### config.mk
export PLATFORM = sky130hd
export DESIGN_NAME = trng_sampler
export DESIGN_NICKNAME = d
export VERILOG_FILES = /design/src/rtl/trng_pkg.sv /design/src/rtl/trng_von_neumann.sv /design/src/rtl/trng_sampler.sv
export SDC_FILE = /design/constraint.sdc
export NUM_CORES = 1
export LEC_CHECK = 0
export BUFFER_PORTS_ARGS = -buffer_cell sky130_fd_sc_hd__clkbuf_2
export CORE_ASPECT_RATIO = 0.9
export CORE_UTILIZATION = 61
export CTS_BUF_LIST = sky130_fd_sc_hd__clkbuf_4 sky130_fd_sc_hd__clkbuf_8
export CTS_CLUSTER_DIAMETER = 200
export DETAILED_ROUTE_END_ITERATION = 12
export PLACE_DENSITY = 0.83
export SETUP_SLACK_MARGIN = 0.5
export SYNTH_ARGS = -nofsm -noshare
export SYNTH_HDL_FRONTEND = slang
export SYNTH_SLANG_ARGS = --single-unit
### constraint.sdc
create_clock -name clk -period 6.1 [get_ports clk]
set_input_delay 0.61 -clock clk [delete_from_list [all_inputs] [get_ports clk]]
set_output_delay 0.61 -clock clk [all_outputs]
set_load 0.02 [all_outputs]
### src/rtl/trng_pkg.sv
// trng_pkg: shared types and constants for the TRNG sampler.
// Holds the sampler FSM state encoding and the oscillator warm-up length.
package trng_pkg;

  typedef enum logic [1:0] {
    IDLE,
    WARMUP,
    COLLECT,
    FULL
  } state_t;

  localparam int WARMUP_CYCLES = 16;

endpackage

### src/rtl/trng_von_neumann.sv
// trng_von_neumann: pairwise von Neumann debiaser.
// Emits the first bit of an unequal pair on the pair's second tick.
module trng_von_neumann (
  input  logic clk,
  input  logic rst_n,
  input  logic clear,
  input  logic tick,
  input  logic din,
  output logic out_valid,
  output logic out_bit
);

  logic have_first;
  logic first_bit;

  always_ff @(posedge clk) begin
    if (!rst_n) begin
      have_first <= 1'b0;
      first_bit  <= 1'b0;
    end else if (clear) begin
      have_first <= 1'b0;
      first_bit  <= 1'b0;
    end else if (tick) begin
      if (have_first) begin
        have_first <= 1'b0;
      end else begin
        have_first <= 1'b1;
        first_bit  <= din;
      end
    end
  end

  // 0/1 yields 0 and 1/0 yields 1, i.e. the stored bit
  assign out_valid = tick && !clear && have_first
                   && (first_bit != din);
  assign out_bit   = first_bit;

endmodule

### src/rtl/trng_sampler.sv
// trng_sampler: ring-oscillator sampler, debiaser and word packer.
// Define TRNG_HEALTH_EN to add the sticky repetition-count health test.
module trng_sampler
  import trng_pkg::*;
#(
  parameter int WORD_W    = 32,
  parameter int DIV_W     = 8,
  parameter int REP_LIMIT = 32
) (
  input  logic              clk,
  input  logic              rst_n,
  input  logic              enable,
  input  logic [DIV_W-1:0]  sample_div,
  input  logic              ro_in,
  output logic              ro_enable,
  output logic [WORD_W-1:0] rnd_data,
  output logic              rnd_valid,
  input  logic              rnd_ready,
  output logic              health_fail
);

  localparam int CNT_W  = $clog2(WORD_W);
  localparam int WARM_W = $clog2(WARMUP_CYCLES);

  state_t state_q;
  state_t state_d;

  logic [1:0]        sync_q;
  logic              s;
  logic [WARM_W-1:0] warm_cnt;
  logic [DIV_W-1:0]  div_cnt;
  logic [WORD_W-1:0] shreg;
  logic [CNT_W-1:0]  bit_cnt;
  logic [WORD_W-1:0] word;

  logic tick;
  logic vn_clear;
  logic vn_valid;
  logic vn_bit;
  logic word_done;
  logic can_load;
  logic xfer;
  logic fail_now;

  assign s         = sync_q[1];
  assign ro_enable = (state_q != IDLE);
  assign xfer      = rnd_valid & rnd_ready;
  assign can_load  = !rnd_valid | rnd_ready;
  assign tick      = (state_q == COLLECT) && enable
                   && (div_cnt == sample_div);
  assign vn_clear  = !enable || (state_q == IDLE)
                   || (state_q == WARMUP);
  assign word_done = vn_valid
                   && (bit_cnt == CNT_W'(WORD_W - 1));
  assign word      = {shreg[WORD_W-2:0], vn_bit};

  trng_von_neumann u_vn (
    .clk       (clk),
    .rst_n     (rst_n),
    .clear     (vn_clear),
    .tick      (tick),
    .din       (s),
    .out_valid (vn_valid),
    .out_bit   (vn_bit)
  );

`ifdef TRNG_HEALTH_EN
  localparam int REP_W = $clog2(REP_LIMIT + 1);

  logic [REP_W-1:0] rep_cnt;
  logic [REP_W-1:0] rep_next;
  logic             last_s;
  logic             fail_q;

  always_comb begin
    rep_next = REP_W'(1);
    if (rep_cnt != '0 && s == last_s) begin
      rep_next = rep_cnt + 1'b1;
    end
  end

  assign fail_now    = tick && (rep_next == REP_W'(REP_LIMIT));
  assign health_fail = fail_q;

  always_ff @(posedge clk) begin
    if (!rst_n) begin
      rep_cnt <= '0;
      last_s  <= 1'b0;
      fail_q  <= 1'b0;
    end else begin
      if (fail_now) begin
        fail_q <= 1'b1;
      end
      if (tick) begin
        rep_cnt <= rep_next;
        last_s  <= s;
      end else if (!enable || state_q == IDLE) begin
        rep_cnt <= '0;
      end
    end
  end
`else
  assign fail_now    = 1'b0;
  assign health_fail = 1'b0;
`endif

  always_comb begin
    state_d = state_q;
    unique case (state_q)
      IDLE: begin
        if (enable && !health_fail) state_d = WARMUP;
      end
      WARMUP: begin
        if (!enable) state_d = IDLE;
        else if (warm_cnt == WARM_W'(WARMUP_CYCLES - 1))
          state_d = COLLECT;
      end
      COLLECT: begin
        if (!enable) state_d = IDLE;
        else if (word_done && !can_load) state_d = FULL;
      end
      FULL: begin
        if (!enable) state_d = IDLE;
        else if (xfer) state_d = COLLECT;
      end
      default: state_d = IDLE;
    endcase
    if (fail_now) state_d = IDLE;
  end

  always_ff @(posedge clk) begin
    if (!rst_n) state_q <= IDLE;
    else        state_q <= state_d;
  end

  always_ff @(posedge clk) begin
    if (!rst_n) begin
      sync_q    <= '0;
      warm_cnt  <= '0;
      div_cnt   <= '0;
      shreg     <= '0;
      bit_cnt   <= '0;
      rnd_data  <= '0;
      rnd_valid <= 1'b0;
    end else begin
      sync_q   <= {sync_q[0], ro_in};
      warm_cnt <= (state_q == WARMUP) ? warm_cnt + 1'b1 : '0;

      // >= also reloads when sample_div shrinks below the count
      if (state_q == COLLECT && enable) begin
        div_cnt <= (div_cnt >= sample_div) ? '0
                 : div_cnt + 1'b1;
      end else if (state_q != FULL || !enable) begin
        div_cnt <= '0;
      end

      if (xfer) rnd_valid <= 1'b0;

      // in FULL the pending word waits in shreg
      if (state_q == FULL) begin
        if (xfer && enable) begin
          rnd_data  <= shreg;
          rnd_valid <= 1'b1;
          shreg     <= '0;
        end
      end else if (vn_valid) begin
        shreg   <= word;
        bit_cnt <= bit_cnt + 1'b1;
        if (word_done) begin
          bit_cnt <= '0;
          if (can_load) begin
            rnd_data  <= word;
            rnd_valid <= 1'b1;
            shreg     <= '0;
          end
        end
      end

      if (vn_clear) begin
        shreg   <= '0;
        bit_cnt <= '0;
      end

      if (fail_now) begin
        rnd_valid <= 1'b0;
        shreg     <= '0;
        bit_cnt   <= '0;
      end
    end
  end

endmodule

==> flow_summary.json, run 1 <==
{
  "ff_latch_area_mm2": 0.001762,
  "ios": 48,
  "cts_made_buffers": 9,
  "htreeDepth": 3,
  "totalWireLength_um": 8829,
  "slew_headroom_pct": 22.99,
  "synth_fp_nets": 517,
  "vias_per_cell": 5.964,
  "cts_tree": "done",
  "die_area_mm2": 0.007119,
  "power_density_mw_per_mm2": 215.1,
  "cpPeakStageDelay_ns": 0.73,
  "hold_class": "reg2reg",
  "track_usage_pct": 27.27,
  "hold_viol_final": 0,
  "fmax_mhz": 349.0,
  "cts_hold_buf": 0,
  "report.final.slew_viol_count": 0,
  "cts-root-buf": "clkbuf_8",
  "start_util_pct": 63.18,
  "ant_nets": 0,
  "end_kind": "flop",
  "grt_pass1_wl_um": 15240,
  "nNetsFinal": 538,
  "setup-violations-final": 0,
  "core_mm2": 0.006551,
  "holdPathStages": 1,
  "pwr-share-clk_pct": 37.4,
  "synth.top_cell.area_share_pct": 42.56,
  "via_count": 3620,
  "antenna_found_initial": 0,
  "ctsResizeCount": 0,
  "p_seq_share_pct": 60.4,
  "critical_path.slowest_cell": "or4b_1",
  "multi_input_area_mm2": 0.002088,
  "place_congestion": 0.8741,
  "maxCapViolCount": 0,
  "violations": "DRC",
  "rows": 28,
  "finClkSkew_ns": 0.01248,
  "die_w_um": 88.83,
  "yosys_warnings": 0,
  "worstSetupPathType": "reg2reg",
  "p_int_mw": 0.7386,
  "ys_top_cells_by_area": "dfxtp_1 (43%), nand2_1 (9.8%), o211a_1 (7.7%), nand3_1 (6.0%), nand4_1 (5.4%)",
  "antenna_cells": 0,
  "netlist_top_cells_count": "nand2_1 (108), dfxtp_1 (88), nand3_1 (50), a21oi_1 (38), nand4_1 (36)",
  "wl_per_cell_um": 14.55,
  "area_growth_pct": 7.195,
  "place_hpwl_um": 5418,
  "worstPathRequired_ns": 6.35,
  "synth_ff_type": "dfxtp_1",
  "async_flop_share_pct": 0,
  "cp_data_arrival_time_ns": 3.11,
  "switching_share_pct": 22.62,
  "grt_max_degree": 65,
  "clock_path_buffers": 2,
  "syn_area_per_cell_um2": 8.413,
  "cts.sinks": 88,
  "grt-ovfl-total": 0,
  "insertion_delay_ns": 0.35,
  "pwr-share-comb_pct": 2.1,
  "synth_top_area_cell": "dfxtp_1",
  "status": "finished, violations left",
  "irDropWorstVdd_mv": 0.1171,
  "fp.dieH_um": 80.15,
  "tns_ns": 0,
  "ys_ff_latch": 88,
  "port_buffers": 46,
  "route.detailed.drc": 2,
  "synth_cell_types": 45,
  "start_kind": "flop",
  "synth_edf_count": 0,
  "synth.most_common_cell": "nand2_1",
  "drive_above_1_share_pct": 14.51,
  "r2r_cells": 8,
  "synth_cells": 492,
  "grt_pass1_vias": 3338,
  "crit_top_cell": "nand4_1",
  "finalPower_mw": 0.9544,
  "cts_setup_buffers": 0,
  "finalCritPeriodShare_pct": 46.97,
  "ys_seq_area_share_pct": 42.56,
  "crit_path_max_fanout": 64,
  "power.switching_mw": 0.2158,
  "drt-initial-drc-count": 289,
  "worst_pin_slew_ns": 1.152,
  "fillers": 541,
  "p_leak_nw": 1.918,
  "crit_chain": "inv_1, ha_1, nand4_1, or4b_1, o21ai_4, buf_4, nand4_1, o211a_1",
  "first_pass_iters": 9,
  "clkTransAtPathRegs_ns": 0.09,
  "rsz0062_at_grt": "no",
  "syn_area_mm2": 0.004139,
  "period_minus_slack_ns": 2.865
}
## logic make-up (layout without fill, tap and decap cells)
| family | Yosys count | count (layout) | share of synthesized area [%] |
|---|---|---|---|
| xor gates and xnor gates | 6 | 6 | 1.270 |
| adders and majority gates | 12 | 12 | 3.627 |
| and+or+nand+nor | 234 | 234 | 27.72 |
| DFF | 88 | 88 | 42.56 |
| AOI/OAI and AO/OA | 98 | 98 | 17.50 |
| muxes | 1 | 1 | 0.2418 |
| other | 1 | 1 | 0.09060 |
| buffers and inverters | 52 | 77 | 6.983 |
## power by group through the flow
stage | registers, mW | clock network, mW | logic (mW)
after floorplan | 0.589 | 0 | 0.0147
after global placement | 0.590 | 0 | 0.0188
after detailed placement | 0.590 | 0 | 0.0201
after CTS | 0.577 | 0.361 | 0.0202
after global routing | 0.577 | 0.384 | 0.0226
final | 0.577 | 0.357 | 0.0202
## flip-flops by register name, summed over array words and instances, names as in the netlist, 2 cells and up, named ones only
signal / cells
bit_cnt: 5
div_cnt: 8
rnd_data: 32
shreg: 32
state_q: 2
sync_q: 2
warm_cnt: 4
## per-layer routing
metal | vias up | wire length (um) | global-route usage [%]
li1 | 1791 | - | -
met1 | 1698 | 4072 | 35.75
met2 | 119 | 4165 | 44.54
met3 | 12 | 471 | 4.419
met4 | 0 | 119 | 10.97
met5 | - | 0 | 0
## worst paths after layout
check / from / end / slack [ns]
min reg2reg: sync_q[0]$_SDFF_PN0_ / sync_q[1]$_SDFF_PN0_ / 0.45
max: div_cnt[0]$_SDFFE_PN0P_ / rnd_data[14]$_SDFFE_PN0P_ / 3.24
max reg2reg: div_cnt[0]$_SDFFE_PN0P_ / rnd_data[14]$_SDFFE_PN0P_ / 3.24
min: sync_q[0]$_SDFF_PN0_ / sync_q[1]$_SDFF_PN0_ / 0.45
## placed cells by master (no fill, tap or decap), drive strengths merged, types with 3 or more instances in the layout
cell type	n
nand4	36
inv	13
dfxtp	88
nand3	50
a211oi	3
and2	3
nand2	109
and3	6
buf	4
xnor2	3
nor2	13
nor2b	3
a31oi	5
clkbuf	56
o21ai	9
ha	12
nor3	3
clkinv	3
xor2	3
o211a	32
a21oi	38
## stage by stage
step	util (%)	instance area [um^2]	setup WS, ns	std cells	hold slack, ns
6_report	67.72	4437	3.235	607	0.4535
5_1_grt	67.72	4437	3.058	607	0.4745
4_1_cts	67.72	4437	3.257	607	0.4535
3_5_place_dp	65.15	4268	2.917	592	0.4336
3_3_place_gp	65.15	4268	3.010	592	0.4242
2_1_floorplan	-	4139	3.676	492	0.4119
## area by class of cell
cell class                 instances  area share, %
clock inverter                     5         0.7050
tap                               90          2.538
timing repair buffer              50          5.866
multi-input combinational        352          47.07
clock buffer                      10          3.102
inverter                          12          1.015
sequential                        88          39.71
## worst max-delay path, delay by kind of cell, from the launching register on
| kind | cells | cell delay (ns) |
|---|---|---|
| AO/OA/AOI/OAI | 2 | 0.28 |
| flip-flops | 1 | 0.40 |
| buffers and inverters | 2 | 0.60 |
| adder cells (fa/ha/maj) | 1 | 0.31 |
| AND/OR/NAND/NOR | 3 | 1.15 |
Power figures use the tool's default switching activity.
==> run 2: changes to the inputs <==
Settings changed: CORE_UTILIZATION 61 to 54, PLACE_DENSITY 0.83 to 0.78.
Clock period 6.1 ns to 2.3 ns, I/O delays scaled along.
==> flow_summary.json, run 2 (synthesized netlist as in run 1, its figures left out) <==
{
  "status": "completed",
  "finalCritPeriodShare_pct": 98.07,
  "cts_tree": "done",
  "worstPathRequired_ns": 2.62,
  "track_usage_pct": 27.43,
  "die_area_mm2": 0.008019,
  "cts_hold_buf": 0,
  "report.final.slew_viol_count": 0,
  "grt_max_degree": 40,
  "place_congestion": 0.8401,
  "slew_headroom_pct": 57.59,
  "wl_per_cell_um": 17.06,
  "antenna_found_initial": 0,
  "ios": 48,
  "core_mm2": 0.007221,
  "grt_pass1_vias": 3586,
  "place_hpwl_um": 6149,
  "ant_nets": 0,
  "rows": 29,
  "drt-initial-drc-count": 288,
  "insertion_delay_ns": 0.37,
  "cp_data_arrival_time_ns": 2.57,
  "fmax_mhz": 443.3,
  "vias_per_cell": 6.084,
  "hold_viol_final": 0,
  "tns_ns": 0,
  "worstSetupPathType": "reg2reg",
  "fillers": 517,
  "cts-root-buf": "clkbuf_8",
  "fp.dieH_um": 85.06,
  "route.detailed.drc": 0,
  "clock_path_buffers": 2,
  "port_buffers": 46,
  "via_count": 4034,
  "drive_above_1_share_pct": 32.98,
  "cts_made_buffers": 9,
  "clkTransAtPathRegs_ns": 0.09,
  "htreeDepth": 3,
  "power_density_mw_per_mm2": 479.5,
  "layout_common_cells": "nand2_1 (96), dfxtp_1 (80), clkbuf_2 (46)",
  "hold_class": "in2reg",
  "die_w_um": 94.29,
  "grt-ovfl-total": 0,
  "cts.sinks": 88,
  "grt_pass1_wl_um": 17010,
  "first_pass_iters": 5,
  "start_util_pct": 57.32,
  "antenna_cells": 0,
  "finClkSkew_ns": 0.01290,
  "final_common_cell": "nand2_1",
  "routed-wl-met3_um": 731,
  "p_leak_nw": 2.275,
  "end_kind": "flop",
  "wl_met2_um": 5544,
  "start_kind": "flop",
  "finalPower_mw": 2.579,
  "setup-violations-final": 0,
  "maxCapViolCount": 0,
  "period_minus_slack_ns": 2.256,
  "top_layer": "met4",
  "crit_path_max_fanout": 8,
  "irDropWorstVdd_mv": 0.3367,
  "top_regs": "rnd_data: 32 flops, shreg: 32 flops, div_cnt: 8 flops",
  "wl_met1_um": 4801,
  "nNetsFinal": 590,
  "worst_pin_slew_ns": 0.6361,
  "totalWireLength_um": 11310,
  "rsz0062_at_grt": "yes",
  "area_growth_pct": 29.96
}
## run 2: repair_timing
item / 4_1_cts / 5_1_grt
gates cloned: 4 / 2
buffers inserted: 13 / 7
pin swaps: 8 / 21
resized for setup: 25 / 63
setup endpoints to repair: 71 / 81
## run 2: worst max-delay path: stages (launching register included)
cell and delay [ns]:
dfxtp_4 0.36, ha_4 0.26, nand4_1 0.14, buf_4 0.19, or4b_4 0.53, o21a_4 0.18
nor2_8 0.14, buf_12 0.13, buf_16 0.12, o211a_1 0.15
## run 2: final timing paths
kind / startpoint / to / slack [ns] / cells past startpoint
max: div_cnt[6]$_SDFFE_PN0P_ / rnd_data[28]$_SDFFE_PN0P_ / 0.04 / 9
min: ro_in / sync_q[0]$_SDFF_PN0_ / 0.07 / 2
max reg2reg: div_cnt[6]$_SDFFE_PN0P_ / rnd_data[28]$_SDFFE_PN0P_ / 0.04 / 9
min reg2reg: warm_cnt[0]$_SDFF_PN0_ / warm_cnt[0]$_SDFF_PN0_ / 0.46 / 1
## run 2: per-layer routing
metal | vias up | GRT usage (%)
li1 | 1905 | -
met5 | - | 0
met1 | 1931 | 35.74
met2 | 176 | 43.41
met4 | 0 | 12.73
met3 | 22 | 5.645
## run 2: report_power, final
part           switching [mW]  leakage (nW)  internal, mW  total (mW)
registers             0.00315         0.714          1.52        1.53
clock network           0.548        0.0965         0.432       0.980
logic                  0.0435          1.46        0.0287      0.0722
## run 2: through the flow
step                instance area [um^2]  hold slack (ns)  util (%)  setup slack [ns]  instances
finish                              5379          0.06668     74.49           0.04438        663
detailed placement                  4587           0.4376     63.52          -0.01446        621
global placement                    4587           0.4295     63.52           0.08279        621
floorplan                           4252           0.3573         -            0.2142        492
global route                        5379          0.07421     74.49          -0.01687        663
CTS                                 5062          0.05900     70.11            0.1080        654
## run 2: final cells by class
type | count | area, um^2 | area share (%)
multi-input cells | 353 | 2434 | 45.24
flip-flops and latches | 88 | 1774 | 32.98
repair buffers | 101 | 832.0 | 15.47
clock buffers | 11 | 145.1 | 2.698
well taps | 93 | 116.4 | 2.163
inverters | 12 | 45.04 | 0.8374
clock inverters | 5 | 32.53 | 0.6048
